==> src/rtl/temp_seg_scan.sv <==
// DS18B20 temperature word -> signed decimal (one fractional digit), scanned onto six 7-seg digits.
// Build macro SEG_LZB_EN enables leading-zero blanking of the hundreds and tens digits.
module temp_seg_scan #(
  parameter int SCAN_DIV = 50_000,
  parameter int N_DIG    = 6
) (
  input  logic        clk,
  input  logic        rst,
  input  logic [15:0] temp_raw,
  input  logic        temp_vld,
  output logic        busy,
  output logic [15:0] Data,
  output logic        S_EN
);

  localparam int CNT_W = (SCAN_DIV > 1) ? $clog2(SCAN_DIV) : 1;

  localparam logic [7:0] SEG_BLANK = 8'hFF;
  localparam logic [7:0] SEG_MINUS = 8'hBF;
  localparam logic [7:0] SEG_C     = 8'hC6;
  localparam logic [7:0] SEG_E     = 8'h86;
  localparam logic [7:0] SEG_R     = 8'hAF;

  typedef enum logic [1:0] {IDLE, SHIFT, DONE} state_t;

  state_t      state_reg;
  logic [18:0] dd_reg;
  logic [18:0] dd_adj;
  logic [2:0]  step_reg;
  logic        neg_reg;
  logic        err_reg;
  logic [3:0]  tenths_reg;
  logic [7:0]  disp_reg [N_DIG];
  logic [7:0]  disp_next [N_DIG];

  logic [15:0] mag;
  logic [3:0]  tenths_next;
  logic [3:0]  hund;
  logic [3:0]  tens;
  logic [3:0]  ones;

  logic [CNT_W-1:0] cnt_reg;
  logic [2:0]       idx_reg;
  logic [2:0]       idx_next;

  function automatic logic [7:0] seg_code(input logic [3:0] d);
    logic [7:0] s;
    case (d)
      4'd0:    s = 8'hC0;
      4'd1:    s = 8'hF9;
      4'd2:    s = 8'hA4;
      4'd3:    s = 8'hB0;
      4'd4:    s = 8'h99;
      4'd5:    s = 8'h92;
      4'd6:    s = 8'h82;
      4'd7:    s = 8'hF8;
      4'd8:    s = 8'h80;
      4'd9:    s = 8'h90;
      default: s = SEG_BLANK;
    endcase
    return s;
  endfunction

  assign mag         = temp_raw[15] ? -temp_raw : temp_raw;
  assign tenths_next = 4'(({4'd0, mag[3:0]} * 8'd10) >> 4);

  // dd_reg = {hundreds, tens, ones, binary}; each BCD nibble >= 5 gets +3 before the shift
  for (genvar gi = 0; gi < 3; gi++) begin : g_adj
    assign dd_adj[7+4*gi +: 4] = (dd_reg[7+4*gi +: 4] >= 4'd5) ? dd_reg[7+4*gi +: 4] + 4'd3
                                                                 : dd_reg[7+4*gi +: 4];
  end
  assign dd_adj[6:0] = dd_reg[6:0];

  assign hund = dd_reg[18:15];
  assign tens = dd_reg[14:11];
  assign ones = dd_reg[10:7];

  always_comb begin
    for (int i = 0; i < N_DIG; i++) begin
      disp_next[i] = SEG_BLANK;
    end
    if (err_reg) begin
      disp_next[4] = SEG_E;
      disp_next[3] = SEG_R;
      disp_next[2] = SEG_R;
    end else begin
      disp_next[5] = neg_reg ? SEG_MINUS : SEG_BLANK;
      disp_next[4] = seg_code(hund);
      disp_next[3] = seg_code(tens);
`ifdef SEG_LZB_EN
      if (hund == 4'd0) begin
        disp_next[4] = SEG_BLANK;
        if (tens == 4'd0) begin
          disp_next[3] = SEG_BLANK;
        end
      end
`endif
      disp_next[2] = seg_code(ones) & 8'h7F;
      disp_next[1] = seg_code(tenths_reg);
      disp_next[0] = SEG_C;
    end
  end

  always_ff @(posedge clk) begin
    if (rst) begin
      state_reg  <= IDLE;
      busy       <= 1'b0;
      dd_reg     <= '0;
      step_reg   <= '0;
      neg_reg    <= 1'b0;
      err_reg    <= 1'b0;
      tenths_reg <= '0;
      for (int i = 0; i < N_DIG; i++) begin
        disp_reg[i] <= SEG_BLANK;
      end
    end else begin
      case (state_reg)
        IDLE: begin
          if (temp_vld) begin
            neg_reg    <= temp_raw[15];
            err_reg    <= |mag[15:11];
            tenths_reg <= tenths_next;
            dd_reg     <= {12'd0, mag[10:4]};
            step_reg   <= '0;
            busy       <= 1'b1;
            state_reg  <= SHIFT;
          end
        end
        SHIFT: begin
          dd_reg   <= dd_adj << 1;
          step_reg <= step_reg + 3'd1;
          if (step_reg == 3'd6) begin
            state_reg <= DONE;
          end
        end
        DONE: begin
          // all six digits change together so a scan never mixes old and new readings
          disp_reg  <= disp_next;
          busy      <= 1'b0;
          state_reg <= IDLE;
        end
        default: state_reg <= IDLE;
      endcase
    end
  end

  assign idx_next = (idx_reg == 3'(N_DIG - 1)) ? 3'd0 : idx_reg + 3'd1;

  always_ff @(posedge clk) begin
    if (rst) begin
      cnt_reg <= '0;
      idx_reg <= '0;
      Data    <= 16'hFFFF;
      S_EN    <= 1'b0;
    end else begin
      S_EN <= 1'b0;
      if (cnt_reg == CNT_W'(SCAN_DIV - 1)) begin
        cnt_reg <= '0;
        idx_reg <= idx_next;
        Data    <= {disp_reg[idx_next], ~(8'b1 << idx_next)};
        S_EN    <= 1'b1;
      end else begin
        cnt_reg <= cnt_reg + 1'b1;
      end
    end
  end

endmodule
==> config.mk <==
export PLATFORM = sky130hd
export DESIGN_NAME = temp_seg_scan
export DESIGN_NICKNAME = d
export VERILOG_FILES = /design/src/rtl/temp_seg_scan.sv
export SDC_FILE = /design/constraint.sdc
export NUM_CORES = 1
export LEC_CHECK = 0
export CELL_PAD_IN_SITES_DETAIL_PLACEMENT = 2
export CELL_PAD_IN_SITES_GLOBAL_PLACEMENT = 2
export CORE_MARGIN = 2
export CORE_UTILIZATION = 40
export DETAILED_ROUTE_END_ITERATION = 10
export PLACE_DENSITY_LB_ADDON = 0.25
export REMOVE_ABC_BUFFERS = 1
export SLEW_MARGIN = 20
export SYNTH_ARGS = -nofsm -noshare
export SYNTH_HDL_FRONTEND = slang
export SYNTH_SLANG_ARGS = --single-unit
==> constraint.sdc <==
create_clock -name clk -period 6.41 [get_ports clk]
set_input_delay 1.282 -clock clk [delete_from_list [all_inputs] [get_ports clk]]
set_output_delay 1.282 -clock clk [all_outputs]
set_load 0.01 [all_outputs]
# Word-level counts from Yosys, hierarchy flattened
# Memories as Yosys holds them, arrays and structs flattened. A register that Yosys moved wholly into a read port is not among the register bits.
# Cells that the tools add are included.
# totals
regBits	115
word_cells	82
mem_bits_ro	448
mem_count	4
# memory_table
memory	depth	width	rd	rd_clocked_by_memory_dff	wr	line_no	text
(name not given)	16	7	1	1	0	48	case (d)
(name not given)	16	7	1	1	0	48	
(name not given)	16	7	1	1	0	48	
(name not given)	16	7	1	1	0	48	
# classes
order_cmp	4
eq_ne	7
mul	1
addsub	7
n_bitwise	2
muxes	30
shifts	1
n_reduce_logical	9
# op_table
cell	count
$mux W4	10
$pmux W19 S2	1
$bmux W8 S3	1
$mux W24	1
$mux W19	1
$add A16 B1 Y16 const B	1
$eq A16 B16 Y1 const B	1
$mux W16	1
$mux W8	2
$neg A16 Y16	1
$mux W14	1
$mux W7	2
$ge A4 B3 Y1 const B	3
$mux W3	3
$add A4 B2 Y4 const B	2
$not A8 Y8	1
$reduce_and A2 Y1	4
$shl A1 B3 Y8 const A	1
$mul A4 B3 Y7 const B	1
$add A3 B1 Y3 const B	2
$eq A3 B3 Y1 const B	2
$pmux W3 S2	1
$reduce_or A5 Y1	1
$ge A4 B4 Y1 const B	1
12 further kinds	16

# Depth between registers and ports, before layout
# depth
ltp_word	6
mapped_depth	14

# Least setup slack after synthesis
# Ideal clock, no wire load.
# synth_path
path_kind	input-to-reg
startpoint	input port temp_raw[1]
endpoint	register (tool-made name)
setup_ns	0.115
t_arrival_ns	3.860
required_time_ns	6.295
path_buffers	0
setup_slack_ns	2.435
stages	13
cell_sequence	o31ai_1 xor2_1 inv_1 ha_1 ha_1 fa_1 nand2_1 a21oi_1 inv_1 ha_1 nor2_1 o21ai_2 o21a_1
# synth_lines
item	line_no	text
start: declaration	9	input logic [15:0] temp_raw,

==> results.py <==
metrics = {
    "route": {
        "via_per_inst": 5.52,
        "ant_nets": 0,
        "num_vias": 4838,
        "routedWlPerCell_microns": 19.4,
        "drt-pass1-iter-count": 5,
        "wl_microns": 17000,
        "drt_first_iter_violations": 175,
        "drc": 0,
    },
    "critical_path": {
        "arrival_ns": 5.01,
        "path_class": "input pin to flop",
        "reg2reg_depth": 8,
        "regToRegSetupSlack_ns": 3.82,
        "r2r-start": "dd_reg[7]",
        "path_max_fanout": 14,
        "cp-end-kind": "flop",
        "cp_data_required_time_ns": 6.76,
        "startpoint_type": "input pin",
        "crit_start": "temp_raw[15]",
    },
    "global_routing": {
        "grt_max_degree": 26,
        "grt_antenna_before_repair": 0,
        "grt.total_usage": 0.229,
        "grt_pass1_vias": 5530,
        "grt_pass1_wl_microns": 28500,
        "grt_overflow": 0,
    },
    "yosys": {
        "ys_top_cells_by_area": "dfxtp_1 43%, ha_1 7.1%, nor2_1 4.4%, a21oi_1 3.9%, nand2_1 3.7%",
        "synth_cell_types": 72,
        "synth_flop_cell": "dfxtp_1",
        "netlist_instances": 650,
        "synth_area_sq_um": 5830,
        "synth_edf_count": 0,
        "avgSynthCellArea_sq_um": 8.97,
        "async_flop_share": 0,
        "synth_top_area_frac": 0.429,
        "ys_seq_elements": 125,
        "yosys_warnings": 0,
        "synth-seq-area-share": 0.429,
        "synth_top_cell_by_area": "dfxtp_1",
    },
    "hold_path": {
        "min_to": "Data[6]",
        "hold_path_class": "flop to flop",
        "min_from": "Data[6]",
        "worstHoldPathCells": 1,
    },
    "timing": {
        "drv_slew": 0,
        "layout_setup_ws_ns": 1.76,
        "hold_viol": 0,
        "fmax_mhz": 215,
        "finalSetupTns_ns": 0,
        "rsz0062_at_grt": "no",
        "tightest_slew_ns": 0.901,
        "setup_viol": 0,
        "clock_skew_ns": 0.00735,
        "final_min_period_over_clock_period": 0.726,
        "period_needed_ns": 4.66,
        "relSlewSlack": 0.398,
    },
    "layout": {
        "multi_input_comb_area_sq_um": 3030,
        "area_growth_pct": 18.6,
        "num-fill-cells": 1521,
        "fin_util": 0.481,
        "drive_gt1_frac": 0.0838,
        "nets": 732,
        "ff_latch_area_sq_um": 2500,
        "antennaDiodeCount": 0,
    },
    "cts": {
        "cts-root-buf": "clkbuf_16",
        "clk_pin_slew_worst_paths_ns": 0.06,
        "postCtsHoldBufs": 0,
        "cts_buffers": 17,
        "clk_latency_ns": 0.43,
        "cts_setup_buffers": 0,
        "tritoncts": "done",
        "clock_path_buffers": 2,
        "htree_levels": 4,
        "cts.sinks": 125,
        "cts.repair.resized": 0,
    },
    "placement": {
        "gp_congestion": 0.772,
        "dpl_worst_slack_ns": 1.27,
        "io_buffers": 36,
        "post-dp-hpwl_microns": 11800,
    },
    "die": {
        "io_pins": 37,
        "die_x_microns": 125,
        "die_y_microns": 125,
        "start_util": 0.406,
        "rows": 44,
        "core-area_sq_um": 14400,
        "die_area_sq_um": 15600,
    },
    "power": {
        "leakage_nw": 2.80,
        "powerDensity_nw_per_um2": 274,
        "peakVddDrop_uv": 239,
    },
    "status": {
        "outcome": "finished, final reports clean",
    },
    "flow_run": {
        "maxCapViolCount": 0,
    },
}
[synthesized netlist by cell type (3+ instances only)]
master and instances:
a31oi_1 10, nand2_1 58, a22o_1 7, nand2b_1 6
o21ai_2 3, a22oi_1 7, o21a_1 7, nor3_1 5
o311ai_0 9, or3_1 3, and2_1 4, inv_2 3
o22a_1 22, a222oi_1 5, mux2_2 6, mux2i_1 6
xnor2_1 16, o21ai_0 28, nor2_1 68, nor2b_1 8
xor2_1 12, a21oi_1 45, nand4_1 7, dfxtp_1 125
buf_2 5, nand3_1 14, inv_1 40, a21o_1 4
and4_1 3, clkbuf_1 22, a2bb2oi_1 4, ha_1 33
[critical path: stages]
cell and delay, ns:
clkdlybuf4s50_1 0.79, o31ai_1 0.18, xor2_1 0.31, inv_1 0.08, ha_1 0.28, ha_1 0.23, fa_1 0.50, nand2_1 0.07
a21oi_1 0.45, inv_1 0.18, ha_1 0.27, nor2_1 0.15, a211oi_1 0.07, a31oi_1 0.15
[metrics by stage]
| stage | cell area, sq um | power (mW) | hold WS (ns) | cells |
|---|---|---|---|---|
| final | 6920 | 1.90 | 0.438 | 876 |
| after global routing | 6920 | 1.97 | 0.465 | 876 |
| after CTS | 6920 | 1.91 | 0.447 | 876 |
| after detailed placement | 6330 | 0.950 | 0.424 | 844 |
| after global placement | 6330 | 0.939 | 0.417 | 844 |
| after floorplan | 5700 | 0.894 | 0.406 | 619 |
[worst max path at each step]
stage,depth (start not counted),slack (ns),to
after floorplan,13,2.42,flop
after global placement,14,1.62,flop
after detailed placement,14,1.27,flop
after CTS,14,1.72,flop
after global routing,14,1.47,flop
final,14,1.76,flop
[layout by cell type (no fill, tap or decap), types with 5 or more instances in the layout]
| master | count |
|---|---|
| a22oi_1 | 7 |
| xor2_1 | 12 |
| nand2_1 | 58 |
| nor3_1 | 5 |
| o22a_1 | 22 |
| nand2b_1 | 6 |
| a31oi_1 | 10 |
| o21ai_0 | 27 |
| o21a_1 | 7 |
| mux2_2 | 6 |
| inv_1 | 40 |
| nand4_1 | 7 |
| buf_4 | 5 |
| a222oi_1 | 5 |
| clkbuf_16 | 17 |
| nor2_1 | 68 |
| nand3_1 | 14 |
| a21oi_1 | 45 |
| a22o_1 | 7 |
| o311ai_0 | 9 |
| ha_1 | 33 |
| nor2b_1 | 8 |
| clkdlybuf4s50_1 | 36 |
| dfxtp_1 | 125 |
| xnor2_1 | 16 |
| mux2i_1 | 6 |
[cells by family (layout without fill, tap and decap cells)]
group | after synthesis | count (layout) | share of synthesized area
muxes | 12 | 12 | 0.0219
DFF | 125 | 125 | 0.429
and+or+nand+nor | 199 | 199 | 0.164
xor gates and xnor gates | 28 | 28 | 0.0421
adders and majority gates | 34 | 34 | 0.0742
AOI/OAI and AO/OA | 177 | 177 | 0.217
buffers and inverters | 75 | 117 | 0.0521
[report_power, final]
part / total (mW) / internal, mW / switching [mW]
clock: 0.964 / 0.603 / 0.361
sequential: 0.811 / 0.797 / 0.0134
combinational: 0.121 / 0.0492 / 0.0721
[layout make-up]
class | instances | share of cell area
Clock buffer | 23 | 0.0691
Clock inverter | 9 | 0.0159
Inverter | 44 | 0.0246
Multi-Input combinational cell | 450 | 0.438
Sequential cell | 125 | 0.362
Tap cell | 184 | 0.0333
Timing Repair Buffer | 41 | 0.0575
[layer usage]
metal  part of all wire  GRT usage  up-vias
li1                   -          -     2357
met5                  0          0        -
met1               0.44      0.258     2403
met4              0.019     0.0879        0
met3              0.024     0.0464       22
met2               0.52      0.421       56
(Power assumes the default switching activity.)
